$ cat config.mk
export PLATFORM = sky130hd
export DESIGN_NAME = sprite_rom_arbiter
export DESIGN_NICKNAME = d
export VERILOG_FILES = /design/src/rtl/sprite_rom_arbiter.sv
export SDC_FILE = /design/constraint.sdc
export NUM_CORES = 1
export LEC_CHECK = 0
export ABC_AREA = 0
export BUFFER_PORTS_ARGS = -buffer_cell sky130_fd_sc_hd__buf_2
export CORE_MARGIN = 4
export CORE_UTILIZATION = 45
export CTS_CLUSTER_SIZE = 24
export DETAILED_ROUTE_END_ITERATION = 6
export PLACE_DENSITY_LB_ADDON = 0.08
export SYNTH_ARGS = -nofsm -noshare
export SYNTH_HDL_FRONTEND = slang
export SYNTH_SLANG_ARGS = --single-unit
$ cat constraint.sdc
create_clock -name clk -period 4.9 [get_ports clk]
set_input_delay 0.245 -clock clk [delete_from_list [all_inputs] [get_ports clk]]
set_output_delay 0.245 -clock clk [all_outputs]
set_load 0.03 [all_outputs]
$ cat src/rtl/sprite_rom_arbiter.sv
// Shares one single-port sprite ROM between N_REQ address units and routes each returned word to its issuer.
// Optional SPRITE_ARB_PRIO_EN: requester 0 always wins; the other requesters are served round-robin.
module sprite_rom_arbiter #(
   parameter int N_REQ   = 4,
   parameter int ADDR_W  = 16,
   parameter int DATA_W  = 12,
   parameter int ROM_LAT = 1
) (
   input  logic                    clk,
   input  logic                    reset,
   input  logic [N_REQ-1:0]        req,
   input  logic [N_REQ*ADDR_W-1:0] req_addr,
   output logic [N_REQ-1:0]        gnt,
   output logic                    rom_en,
   output logic [ADDR_W-1:0]       rom_addr,
   input  logic [DATA_W-1:0]       rom_dout,
   output logic [N_REQ-1:0]        rsp_valid,
   output logic [DATA_W-1:0]       rsp_data,
   output logic                    busy
);
   localparam int TAG_W = ($clog2(N_REQ) < 1) ? 1 : $clog2(N_REQ);
`ifdef SPRITE_ARB_PRIO_EN
   localparam int PTR_LO = 1;
`else
   localparam int PTR_LO = 0;
`endif
   localparam int               RR_SPAN = N_REQ - PTR_LO;
   localparam logic [TAG_W-1:0] PTR_RST = TAG_W'(PTR_LO);
   localparam logic [TAG_W-1:0] LAST    = TAG_W'(N_REQ - 1);

   logic [TAG_W-1:0]  rr_ptr_q, rr_ptr_d;
   logic              rom_en_q, rom_en_d;
   logic [ADDR_W-1:0] rom_addr_q, rom_addr_d;
   logic [ROM_LAT:0]  tv_q, tv_d;
   logic [TAG_W-1:0]  tt_q [ROM_LAT+1];
   logic [TAG_W-1:0]  tt_d [ROM_LAT+1];
   logic [N_REQ-1:0]  rsp_valid_q, rsp_valid_d;
   logic [DATA_W-1:0] rsp_data_q, rsp_data_d;
   logic              win_ok;
   logic [TAG_W-1:0]  win_idx;
   logic [TAG_W-1:0]  cand;
   logic              xfer;

   always_comb begin
      win_ok  = 1'b0;
      win_idx = '0;
      cand    = '0;
      for (int k = 0; k < RR_SPAN; k++) begin
         cand = TAG_W'((int'(rr_ptr_q) - PTR_LO + k) % RR_SPAN + PTR_LO);
         if (!win_ok && req[cand]) begin
            win_ok  = 1'b1;
            win_idx = cand;
         end
      end
`ifdef SPRITE_ARB_PRIO_EN
      if (req[0]) begin
         win_ok  = 1'b1;
         win_idx = '0;
      end
`endif
   end

   // Reset masks the grant so a request coinciding with reset never transfers.
   assign xfer = win_ok & ~reset;

   always_comb begin
      gnt = '0;
      if (xfer) gnt[win_idx] = 1'b1;
   end

   always_comb begin
      rr_ptr_d   = rr_ptr_q;
      rom_en_d   = xfer;
      rom_addr_d = rom_addr_q;
      tv_d       = {tv_q[ROM_LAT-1:0], xfer};
      tt_d[0]    = win_idx;
      for (int s = 1; s <= ROM_LAT; s++) tt_d[s] = tt_q[s-1];
      rsp_valid_d = '0;
      rsp_data_d  = rsp_data_q;
      if (xfer) begin
         rom_addr_d = req_addr[int'(win_idx)*ADDR_W +: ADDR_W];
`ifdef SPRITE_ARB_PRIO_EN
         if (win_idx != '0)
            rr_ptr_d = (win_idx == LAST) ? PTR_RST : win_idx + TAG_W'(1);
`else
         rr_ptr_d = (win_idx == LAST) ? PTR_RST : win_idx + TAG_W'(1);
`endif
      end
      if (tv_q[ROM_LAT]) begin
         rsp_valid_d[tt_q[ROM_LAT]] = 1'b1;
         rsp_data_d                 = rom_dout;
      end
   end

   always_ff @(posedge clk) begin
      if (reset) begin
         rr_ptr_q    <= PTR_RST;
         rom_en_q    <= 1'b0;
         rom_addr_q  <= '0;
         tv_q        <= '0;
         rsp_valid_q <= '0;
         rsp_data_q  <= '0;
         for (int s = 0; s <= ROM_LAT; s++) tt_q[s] <= '0;
      end else begin
         rr_ptr_q    <= rr_ptr_d;
         rom_en_q    <= rom_en_d;
         rom_addr_q  <= rom_addr_d;
         tv_q        <= tv_d;
         rsp_valid_q <= rsp_valid_d;
         rsp_data_q  <= rsp_data_d;
         for (int s = 0; s <= ROM_LAT; s++) tt_q[s] <= tt_d[s];
      end
   end

   assign rom_en    = rom_en_q;
   assign rom_addr  = rom_addr_q;
   assign rsp_valid = rsp_valid_q;
   assign rsp_data  = rsp_data_q;
   assign busy      = rom_en_q | (|tv_q);

endmodule

## Word level (Yosys, flattened, before mapping)

Memory sizes are Yosys's and may differ from the RTL's.
Cells that the tools add are included.

| cells by class | value |
|---|---|
| equality and inequality tests | 1 |
| $add $sub $neg | 4 |
| shift operators | 1 |
| reduce and logical (&&, ||, !) cells | 10 |
| muxes and demuxes | 27 |
| order comparisons | 8 |
| bitwise gates (word level) | 6 |

Operator list:

| operator | number |
|---|---|
| $shiftx 64x7->16 | 1 |
| $lt 2x3->1 const B | 6 |
| $mux 2 | 7 |
| $mux 1 | 13 |
| $bmux 1 s2 | 4 |
| $logic_and 1x1->1 | 5 |
| $add 2x1->2 const B | 2 |
| $add 2x2->2 const B | 2 |
| $demux 1 s2 | 2 |
| $ge 2x1->1 const B | 2 |
| $mux 4 | 1 |
| $reduce_or 2->1 | 2 |
| $logic_not 1->1 | 3 |
| $or 1x1->1 | 3 |
| $eq 2x2->1 const B | 1 |
| $not 1->1 | 2 |
| $and 1x1->1 | 1 |

| word-level totals | value |
|---|---|
| logic and storage cells | 64 |
| output and inout bits | 38 |
| memories kept | 1 |
| flip-flop bits (word level) | 37 |
| RAM bits | 4 |

Memories:

| memory | depth | bits a word | rd ports | clocked after Yosys merged registers in | write ports | line | RTL |
|---|---|---|---|---|---|---|---|
| tt_q | 2 | 2 | 2 | 0 | 2 | 35 | `logic [TAG_W-1:0] tt_q [ROM_LAT+1];` |

## Depth between registers and ports, before layout

| depth | value |
|---|---|
| word-level depth | 17 |
| mapped depth | 7 |

## Least setup slack after synthesis

OpenSTA, ideal clock, no wires.

| path | value |
|---|---|
| path kind | register to output |
| from | reg rr_ptr_q[1] |
| to | out gnt[3] |
| required time | 4.655 ns |
| slack | 2.766 ns |
| cell stages (with the launch flop) | 7 |
| arrival time | 1.889 ns |
| path through | dfxtp_1 nand2_1 a311oi_1 nor2_1 nand2_1 buf_2 nor3_1 |

| on the way | value |
|---|---|
| word-level cells in the longest chain between the ends | 17 |
| elaborated cells between the ends (all ways) | 32 |
| classes of those cells | 3 x add/sub; 2 x order compare; 19 x mux; 1 x bitwise; 7 x reduce/logical |

Ends and longest elaborated chain:

| what | line | RTL |
|---|---|---|
| start, declared | 31 | `logic [TAG_W-1:0] rr_ptr_q, rr_ptr_d;` |
| start signal, assigned | 105 | `rr_ptr_q <= rr_ptr_d;` |
| parallel branches: the longest is 16 deep, another holds $lt 2x3->1 | n/a |  |
| $mux 4 * | 68 | `if (xfer) gnt[win_idx] = 1'b1;` |
| end, declared | 13 | `output logic [N_REQ-1:0] gnt,` |

Mark *: on every way between the ends. The select of a mux whose other input is x is not followed.

## Worst setup path in the final report

| path | value |
|---|---|
| from | reg rr_ptr_q[0] |
| to | out gnt[3] |

Same word-level chain as after synthesis.

==> impl_results.md <==
- Outcome: finished clean
- Total Nets Final: ~380
- Number of different library cells in the post-synthesis netlist: 34
- DRC marker count from the first detailed-route iteration: 65
- Global routing usage on met3: under 10%
- Post-synth top cells: 45 x sky130_fd_sc_hd__mux2i_1, 40 x sky130_fd_sc_hd__dfxtp_1, 21 x sky130_fd_sc_hd__nor2_1
- Crit Path Max Fanout: 16
- Floorplan die width: between 70 and 80 µm
- Area of the die: between 0.005 and 0.006 mm²
- Drt drc: 0
- Leading cell type by number of instances after synthesis: sky130_fd_sc_hd__mux2i_1
- Detailed placer's ending HPWL: around 3500 µm
- Shortest period the worst path allows: about 2500 ps
- Max-slew violations: 0
- Cts repair resizes: 0
- Launch point of the critical path: rr_ptr_q[0]$_SDFFE_PP0P_
- Maximum Capacitance Violations: 0
- Final setup vio count: 0
- Number of antenna violations at the first check in global routing: 0
- Number of vias in the routed layout: about 1,700
- Share of final-layout standard cells stronger than drive strength 1: between 40% and 50%
- Minimum setup slack in the final design: between 2000 and 2500 ps
- Maximum number of pins on one net before global-route repair: 33
- Power consumption: 981 µW
- Leading area contributor after synthesis: sky130_fd_sc_hd__dfxtp_1
- P&R area growth vs syn: 38.2%
- Post-route setup TNS: 0 ps
- Count of synthesis-stage warnings from yosys: 0
- Tightest slew margin relative to the limit: between 30 and 40%
- Count of buffers inserted at the top-level ports: about 120
- Critical register-to-register path startpoint: rr_ptr_q[1]$_SDFFE_PP0P_
- First-pass GRT wire length: a little over 7000 µm
- Number of buffers created by CTS: 5
- Flop-to-flop setup slack: between 2000 and 3000 ps
- DR vias/cell: 5.00
- Final Wtd Congestion: between 0.8 and 0.9
- Root buffer cell: sky130_fd_sc_hd__clkbuf_8
- Terminus of the critical flop-to-flop path: rom_addr[10]$_SDFFE_PP0P_
- Area share of the leading cell type in the synthesized netlist: ~43%
- Met2 track demand over resource in global routing: ~31%
- Diodes inserted: 0
- Start-to-end type of the worst setup path: flop to primary output
- Depth of the CTS H-tree: 2
- Flip-flop and latch count after synthesis: 40
- Maximum clock frequency: just under 400 MHz
- Number of hold buffers added after cts: 0
- Crit share post-route: between 50% and 60%
- Clock tree buffer depth: 2
- Transition time of the tightest slew-check pin: a little under 1000 ps
- Register-to-Register Path Depth: 6
- Post-CTS setup repair buffer count: 0
- Pleak: between 0.001 and 0.0015 µW
- I/O pins: between 100 and 150
- Number of nets with antenna violations after routing: 0
- Net Count, Synth: ~260
- Power per standard cell area: 383 mW/mm²
- Required time worst endpoint: roughly 4700 ps
- Total count of hold-check failures in the final report: 0
- Worst setup SP type: flop
- Detailed-route wire length: 4410 µm
- Average cell area after synthesis: 10.2 µm²
- Class of the worst hold path: primary input to flop
- TritonCTS sink count: 40
- Unrepaired setup endpoints after global routing: false
- Endpoint type of the worst setup path: primary output
- Overall track demand over capacity in global routing: 17.3%
- Clock skew after layout: about 6.2 ps
- Data arrival time of the critical path: 2300 ps
- Clock slew seen by the registers of the worst setup and hold paths: about 80 ps
- Worst-case vdd ir drop: around 0.0002 V
- Post-synthesis instance area: 0.00185 mm²
- Vias in the first global route: 1,675
- Number of stages on the worst hold path: 3
- Clock tree from TritonCTS: yes
- Sequential cell area fraction in the yosys report: roughly 43%
- Area of the placeable core: around 0.004 mm²
- Met1 Track Usage GR: 18.1%
- Die Span Y: approximately 72 µm
- Row cnt: 23
- Number of iterations in the first detailed-routing pass: 4
- Source-to-sink clock delay at the later pin of the worst-skew pair: between 200 and 300 ps
- Largest cells by area after synthesis: sky130_fd_sc_hd__dfxtp_1 43%, sky130_fd_sc_hd__mux2i_1 24%, sky130_fd_sc_hd__a2bb2oi_1 6.1%
- Effective utilization at floorplan: 46.3%
- Overflow left after global routing: 0
- Async S/R FF share, synth: 0%
- Worst Setup Slack post-DPL: 2630 ps
- Worst Hold Path EP: rsp_data[10]$_SDFFE_PP0P_
- Average routed wire per standard cell: approximately 13 µm
- Count of flip-flops with a built-in enable after synthesis: 0
- Beginning of the worst hold path: rom_dout[10]
- Ys flop type: sky130_fd_sc_hd__dfxtp_1
- Peak-usage layer in the global routing report: met2
- Cells after Synth: approximately 180
## power by group
part | internal [µW] | switching [µW] | total, µW
clock network | 153 | 118 | 272
logic | 134 | 185 | 319
registers | 365 | 25.9 | 391
## sequential cells by signal, indices dropped and copies added (netlist names)
signal,count
rr_ptr_q,2
rsp_valid,4
tv_q,2
rsp_data,12
rom_addr,16
tt_q,4
## cell families after synthesis
kind of cell / share of synthesized area (%)
flip-flops: 43.2
AO/OA/AOI/OAI: 15.5
XOR/XNOR: 0.473
multiplexers: 24.3
buffers and inverters: 5.33
AND/OR/NAND/NOR: 11.2
## per-layer routing
| layer | part of all wire, % | vias to the layer above |
|---|---|---|
| met4 | 1.8 | 0 |
| met1 | 38 | 771 |
| li1 | - | 884 |
| met2 | 51 | 66 |
| met3 | 8.5 | 8 |
| met5 | 0 | - |
## how the worst max path moves through the flow
| stage | to | slack (ps) | cells past startpoint |
|---|---|---|---|
| floorplan | gnt[3] | 2770 | 6 |
| global placement | gnt[3] | 2760 | 6 |
| detailed placement | gnt[3] | 2630 | 6 |
| CTS | gnt[3] | 2310 | 6 |
| global route | gnt[3] | 2060 | 6 |
| finish | gnt[3] | 2350 | 6 |
## placed cells by master, fill, tap and decap left out, types with 3 or more instances in the layout
cell / instances
sky130_fd_sc_hd__buf_2: 119
sky130_fd_sc_hd__mux2i_1: 45
sky130_fd_sc_hd__dfxtp_1: 40
sky130_fd_sc_hd__nor2_1: 21
sky130_fd_sc_hd__o21ai_0: 14
sky130_fd_sc_hd__a2bb2oi_1: 13
sky130_fd_sc_hd__clkbuf_8: 5
sky130_fd_sc_hd__nor2b_1: 4
sky130_fd_sc_hd__o21bai_1: 3
## critical path: stages, from the launching register on
cell and delay, ps:
sky130_fd_sc_hd__dfxtp_1 440, sky130_fd_sc_hd__nand2b_1 140, sky130_fd_sc_hd__a21oi_1 70, sky130_fd_sc_hd__nor2_1 400, sky130_fd_sc_hd__nand2_1 430, sky130_fd_sc_hd__nor3_1 290
sky130_fd_sc_hd__buf_2 240
## per-stage QoR
step / instances / utilization, % / hold WS (ps) / instance area (µm²)
2_1_floorplan: 181 / - / 392 / 1850
3_3_place_gp: 338 / 61.1 / 420 / 2440
3_5_place_dp: 338 / 61.1 / 431 / 2440
4_1_cts: 346 / 64.0 / 178 / 2560
5_1_grt: 346 / 64.0 / 184 / 2560
6_report: 346 / 64.0 / 184 / 2560
## area by class of cell
cell class                      count  area (µm²)
Clock buffer                        5        68.8
Clock inverter                      3        46.3
Fill cell                         369        1440
Inverter                            2        7.51
Multi-Input combinational cell    126         971
Sequential cell                    40         801
Tap cell                           50        62.6
Timing Repair Buffer              120         603
Note: power is estimated with default switching activity, not from simulation.
